**src/rtl/clint_pkg.sv**
```systemverilog
// clint_pkg: register offsets, bus FSM states and latched request type for clint_timer
package clint_pkg;
  localparam logic [15:0] CLINT_MSIP     = 16'h0000;
  localparam logic [15:0] CLINT_MTIMECMP = 16'h4000;
  localparam logic [15:0] CLINT_MTIME    = 16'hBFF8;
  typedef enum logic {IDLE, RESP} clint_state_t;
  typedef struct packed {
    logic        write;
    logic [63:0] addr;
    logic [7:0]  strobe;
    logic [63:0] wdata;
  } clint_req_t;
  function automatic logic [63:0] merge64(input logic [63:0] old, input logic [63:0] wd, input logic [7:0] sb);
    logic [63:0] r;
    for (int i = 0; i < 8; i++) r[i*8 +: 8] = sb[i] ? wd[i*8 +: 8] : old[i*8 +: 8];
    return r;
  endfunction
endpackage

```
**src/rtl/clint_sync2.sv**
```systemverilog
// clint_sync2: two-flop synchronizer for an asynchronous level input
module clint_sync2 (
  input  logic clk,
  input  logic reset_n,
  input  logic d,
  output logic q
);
  logic s;
  always_ff @(posedge clk or negedge reset_n)
    if (!reset_n) {q, s} <= 2'b00;
    else {q, s} <= {s, d};
endmodule

```
**src/rtl/clint_timer.sv**
```systemverilog
// clint_timer: CLINT msip/mtimecmp/mtime bus slave with timer/software/external interrupt levels.
// Define CLINT_EXT_SYNC_EN to pass ext_irq through a two-flop synchronizer before the output register.
module clint_timer
  import clint_pkg::*;
#(
  parameter logic [63:0] BASE_ADDR = 64'h0000_0000_0200_0000,
  parameter int          PRESCALE  = 1
) (
  input  logic        clk,
  input  logic        reset_n,
  input  logic        req_valid,
  input  logic        req_write,
  input  logic [63:0] req_addr,
  input  logic [7:0]  req_strobe,
  input  logic [63:0] req_wdata,
  output logic        addr_ok,
  output logic        data_ok,
  output logic [63:0] resp_rdata,
  output logic        resp_err,
  input  logic        ext_irq,
  output logic        trint,
  output logic        swint,
  output logic        exint
);
  clint_state_t state, state_nx;
  clint_req_t   req;
  logic [63:0]  mtime, mtimecmp, rel;
  logic [10:0]  pcnt;
  logic         msip, tick, in_win, hit_msip, hit_cmp, hit_time, commit, ext_in;
  assign rel      = req.addr - BASE_ADDR;
  assign in_win   = rel[63:16] == 48'd0;
  assign hit_msip = in_win && rel[15:0] == CLINT_MSIP;
  assign hit_cmp  = in_win && rel[15:0] == CLINT_MTIMECMP;
  assign hit_time = in_win && rel[15:0] == CLINT_MTIME;
  assign commit   = data_ok && req.write;
  assign tick     = pcnt == 11'(PRESCALE - 1);
  // addr_ok is gated by reset so every output is quiet while reset is held
  always_comb begin
    state_nx = IDLE;
    addr_ok  = 1'b0;
    data_ok  = 1'b0;
    if (state == IDLE) begin
      addr_ok  = req_valid && reset_n;
      state_nx = req_valid ? RESP : IDLE;
    end else data_ok = 1'b1;
  end
  assign resp_err   = data_ok && !(hit_msip || hit_cmp || hit_time);
  assign resp_rdata = (data_ok && !req.write) ?
                      (hit_msip ? {63'd0, msip} : hit_cmp ? mtimecmp : hit_time ? mtime : 64'd0) : 64'd0;
`ifdef CLINT_EXT_SYNC_EN
  clint_sync2 u_sync (.clk(clk), .reset_n(reset_n), .d(ext_irq), .q(ext_in));
`else
  assign ext_in = ext_irq;
`endif
  always_ff @(posedge clk or negedge reset_n)
    if (!reset_n) begin
      state    <= IDLE;
      req      <= '0;
      pcnt     <= '0;
      mtime    <= '0;
      mtimecmp <= '1;
      msip     <= 1'b0;
      trint    <= 1'b0;
      swint    <= 1'b0;
      exint    <= 1'b0;
    end else begin
      state <= state_nx;
      if (addr_ok) req <= '{write: req_write, addr: req_addr, strobe: req_strobe, wdata: req_wdata};
      pcnt  <= tick ? 11'd0 : pcnt + 11'd1;
      // a store to mtime overrides that cycle's increment
      mtime <= (commit && hit_time) ? merge64(mtime, req.wdata, req.strobe) : tick ? mtime + 64'd1 : mtime;
      if (commit && hit_cmp) mtimecmp <= merge64(mtimecmp, req.wdata, req.strobe);
      if (commit && hit_msip && req.strobe[0]) msip <= req.wdata[0];
      trint <= mtime >= mtimecmp;
      swint <= msip;
      exint <= ext_in;
    end
endmodule

```
**config.mk**
```make
export PLATFORM = sky130hd
export DESIGN_NAME = clint_timer
export DESIGN_NICKNAME = d
export VERILOG_FILES = /design/src/rtl/clint_pkg.sv /design/src/rtl/clint_sync2.sv /design/src/rtl/clint_timer.sv
export SDC_FILE = /design/constraint.sdc
export NUM_CORES = 1
export LEC_CHECK = 0
export ABC_AREA = 1
export CELL_PAD_IN_SITES_DETAIL_PLACEMENT = 0
export CELL_PAD_IN_SITES_GLOBAL_PLACEMENT = 1
export CORE_MARGIN = 1
export CORE_UTILIZATION = 42
export CTS_CLUSTER_SIZE = 10
export DETAILED_ROUTE_END_ITERATION = 8
export PLACE_DENSITY_LB_ADDON = 0.1
export SLEW_MARGIN = 10
export SYNTH_ARGS = -nofsm -noshare
export SYNTH_HDL_FRONTEND = slang
export SYNTH_SLANG_ARGS = --single-unit
```
**constraint.sdc**
```tcl
create_clock -name clk -period 3.6 [get_ports clk]
set_clock_uncertainty 0.15 [all_clocks]
set_input_delay 0.36 -clock clk [delete_from_list [all_inputs] [get_ports clk]]
set_output_delay 0.36 -clock clk [all_outputs]
set_load 0.01 [all_outputs]
```
==> metrics.yaml <==
outcome: "finished with violations"
violations: "negative setup slack"
detailed_place.area_um2: 23100
drc: 0
tritoncts_num_sinks: 281
gp_congestion: 0.933
grt_setup_unrepaired: "true"
die_y_um: 215
placeableCoreArea_um2: 44500
cts.path.max_buffers: 3
min_period_ns: 3.99
critical_path.startpoint_type: "register"
max_slew_margin_pct: 33.2
dp.final_hpwl_mm: 51.0
die_area_um2: 46200
finalNetCount: 3359
syn_inst: 2728
place_worst_setup_slack_ns: -0.299
cp_max_fo: 8
post-route-period-util_pct: 111
worstPathCellList: "nor2_1, nand2_2, nor2_4, buf_6, buf_8, nand4_1, nand2_2, nand3_2, nor2_1, nand2_1, nor2_2, nand3_4, nor2_4, buf_12, buf_12, buf_16, nand3_2, a21oi_2, buf_2"
via_count: 20200
drt_pre_antenna_iters: 7
port_buffers: 210
ys_async_sr_fraction_pct: 100
cpPeakStageDelay_ns: 0.41
root_buffer: "sky130_fd_sc_hd__clkbuf_16"
starting_drt_drc_count: 1524
grt_max_degree: 112
ys_types: 51
cap_viol_max_count: 0
floorplan.initialDensity_pct: 42.8
first_global_vias: 20000
n_antenna_cell: 0
grt_pass1_wl_mm: 110
setup-tns-final_ns: -20.37
syn_nets: 2937
register_bit_count_reported_by_yosys: 281
drt-vias-per-instance: 5.36
synth.avg_cell_area_um2: 6.99
netlist_area_um2: 19100
synth_to_final_area_change_pct: 38.9
timing.final.ws_setup_ns: -0.392
highest_delay_cell_along_the_critical_path: "sky130_fd_sc_hd__dfrtp_1"
worst-setup-path-type: "register to output port"
ir_drop_uv: 365
path_clk_slew_ns: 0.06
numCtsBuffers: 37
layout-drive-gt1-share_pct: 25.6
p_leak_nw: 12.2
globalRouteOverflowTotal: 0
power-per-cell-area_nw_per_um2: 348
setup.worst_path.end_class: "output port"
antenna_found_initial: 0
dieWidth_um: 215
design.portCount: 211
routedWlPerCell_um: 19.4
setup_viol_count_final: 72
wirelength_mm: 73.2
timing.final.max_slew_violations: 0
finalNonFillerCells: 3770
layout.cell_area.non_filler_um2: 26500
core_rows: 77
cts-htree-levels: 2
min_path_type: "primary input to register"
critical_path_arrival_ns: 3.48
maxClockFrequency_mhz: 251
synth_edf_count: 0
synth_flop_cell: "sky130_fd_sc_hd__dfrtp_1"
detail-route-antenna-nets: 0
worst-slew-pin-transition_ns: 1.00
synth.yosys.seq_area_share_pct: 37.3
clock_insertion_delay_worst_skew_ns: 0.56
yosys_warnings: 0
placedCellCount: 3615
grt_usage_pct: 30.2
number_of_endpoints_with_negative_hold_slack_in_the_final_report: 0
cts_tree: "yes"
required_ns: 3.09
## placed cells by master (no fill, tap or decap), types with 70 or more instances in the layout
cell                              instances
sky130_fd_sc_hd__clkdlybuf4s50_1        144
sky130_fd_sc_hd__nand4_1                129
sky130_fd_sc_hd__nand3_1                187
sky130_fd_sc_hd__dfrtp_1                213
sky130_fd_sc_hd__buf_4                  220
sky130_fd_sc_hd__o21ai_0                 70
sky130_fd_sc_hd__nand3_2                 78
sky130_fd_sc_hd__inv_1                  218
sky130_fd_sc_hd__nand2_1                904
sky130_fd_sc_hd__nor2_1                 195
## worst max-delay path, delay by kind of cell (launching register included)
family	cells	cell delay, ns
AND/OR/NAND/NOR	12	1.44
buffers and inverters	6	0.87
flip-flops	1	0.41
AO/OA/AOI/OAI	1	0.18
## worst paths after layout
check,start,endpoint,slack (ns),depth (start not counted)
max in group asynchronous,reset_n,req[105]$_DFFE_PN0P_,1.96,3
worst min-delay path,ext_irq,exint$_DFF_PN0_,0.1,1
worst max register to register,req[102]$_DFFE_PN0P_,mtimecmp[26]$_DFFE_PN1P_,-0.03,24
worst max-delay path,req[102]$_DFFE_PN0P_,resp_rdata[26],-0.39,19
worst min register to register,pcnt[0]$_DFF_PN0_,pcnt[0]$_DFF_PN0_,0.32,1
min in group asynchronous,reset_n,pcnt[4]$_DFF_PN0_,0.13,2
## cells by family (layout without fill, tap and decap cells)
group | after synthesis | in the layout | synth area share, %
xor gates and xnor gates | 71 | 71 | 3.26
and+or+nand+nor | 1710 | 1710 | 40.2
DFF | 281 | 281 | 37.3
adders and majority gates | 68 | 68 | 4.46
AOI/OAI and AO/OA | 244 | 244 | 7.08
buffers and inverters | 354 | 804 | 7.68
## state kept, by name (all words and copies together) (netlist names)
| signal | cells |
|---|---|
| exint | 1 |
| trint | 1 |
| state | 1 |
| mtime | 64 |
| pcnt | 11 |
| mtimecmp | 64 |
| swint | 1 |
| msip | 1 |
| req | 137 |
## where the power goes
part           switching, mW  internal [mW]
combinational           1.02          0.821
sequential             0.345           3.42
clock                   1.48           2.12
total                   2.84           6.36
## synthesized netlist by cell type, drive strengths merged, types with 2 or more instances
library cell | number | area [um^2]
a211oi | 4 | 30.0
a21o | 2 | 15.0
a21oi | 93 | 465
a31oi | 2 | 12.5
buf | 38 | 277
clkbuf | 87 | 328
dfrtp | 217 | 5430
dfstp | 64 | 1680
ha | 68 | 851
inv | 228 | 856
nand2 | 976 | 3690
nand3 | 275 | 1500
nand3b | 4 | 30.0
nand4 | 136 | 912
nor2 | 256 | 1150
nor3 | 33 | 165
nor3b | 2 | 15.0
nor4 | 22 | 153
nor4b | 3 | 26.3
o21ai | 134 | 749
o221a | 2 | 22.5
xnor2 | 23 | 201
xor2 | 48 | 420
## routing by layer
layer  GRT usage [%]  wire (um)
met5               0          0
met4            12.0       2980
met3            4.39       3860
met2            51.8      35500
met1            38.3      30800
## timing repair
| item | in CTS | in global routing |
|---|---|---|
| gates resized for setup | 408 | 195 |
| hold buffers | 1 | 0 |
| gates cloned | 9 | 15 |
| endpoints found under the setup margin | 66 | 185 |
| pin swaps | 69 | 69 |
| buffers inserted | 37 | 31 |
| hold endpoints to repair | 93 | 0 |
## cell type report
class,count,area [um^2]
fill,4178,18000
multi-input combinational,2093,11600
sequential,281,7120
timing repair buffer,508,4970
clock buffer,60,1110
inverter,229,867
tap,592,741
clock inverter,7,63.8
## through the flow
step | power (mW) | util [%] | hold WS (ns)
finish | 9.20 | 59.5 | 0.0954
CTS | 9.12 | 56.5 | 0.0648
global route | 9.61 | 59.5 | 0.0827
global placement | 5.35 | 51.9 | 0.117
detailed placement | 5.36 | 51.9 | 0.115
floorplan | 4.42 | - | -0.0856
No activity file was read; power rests on OpenSTA's default activity.
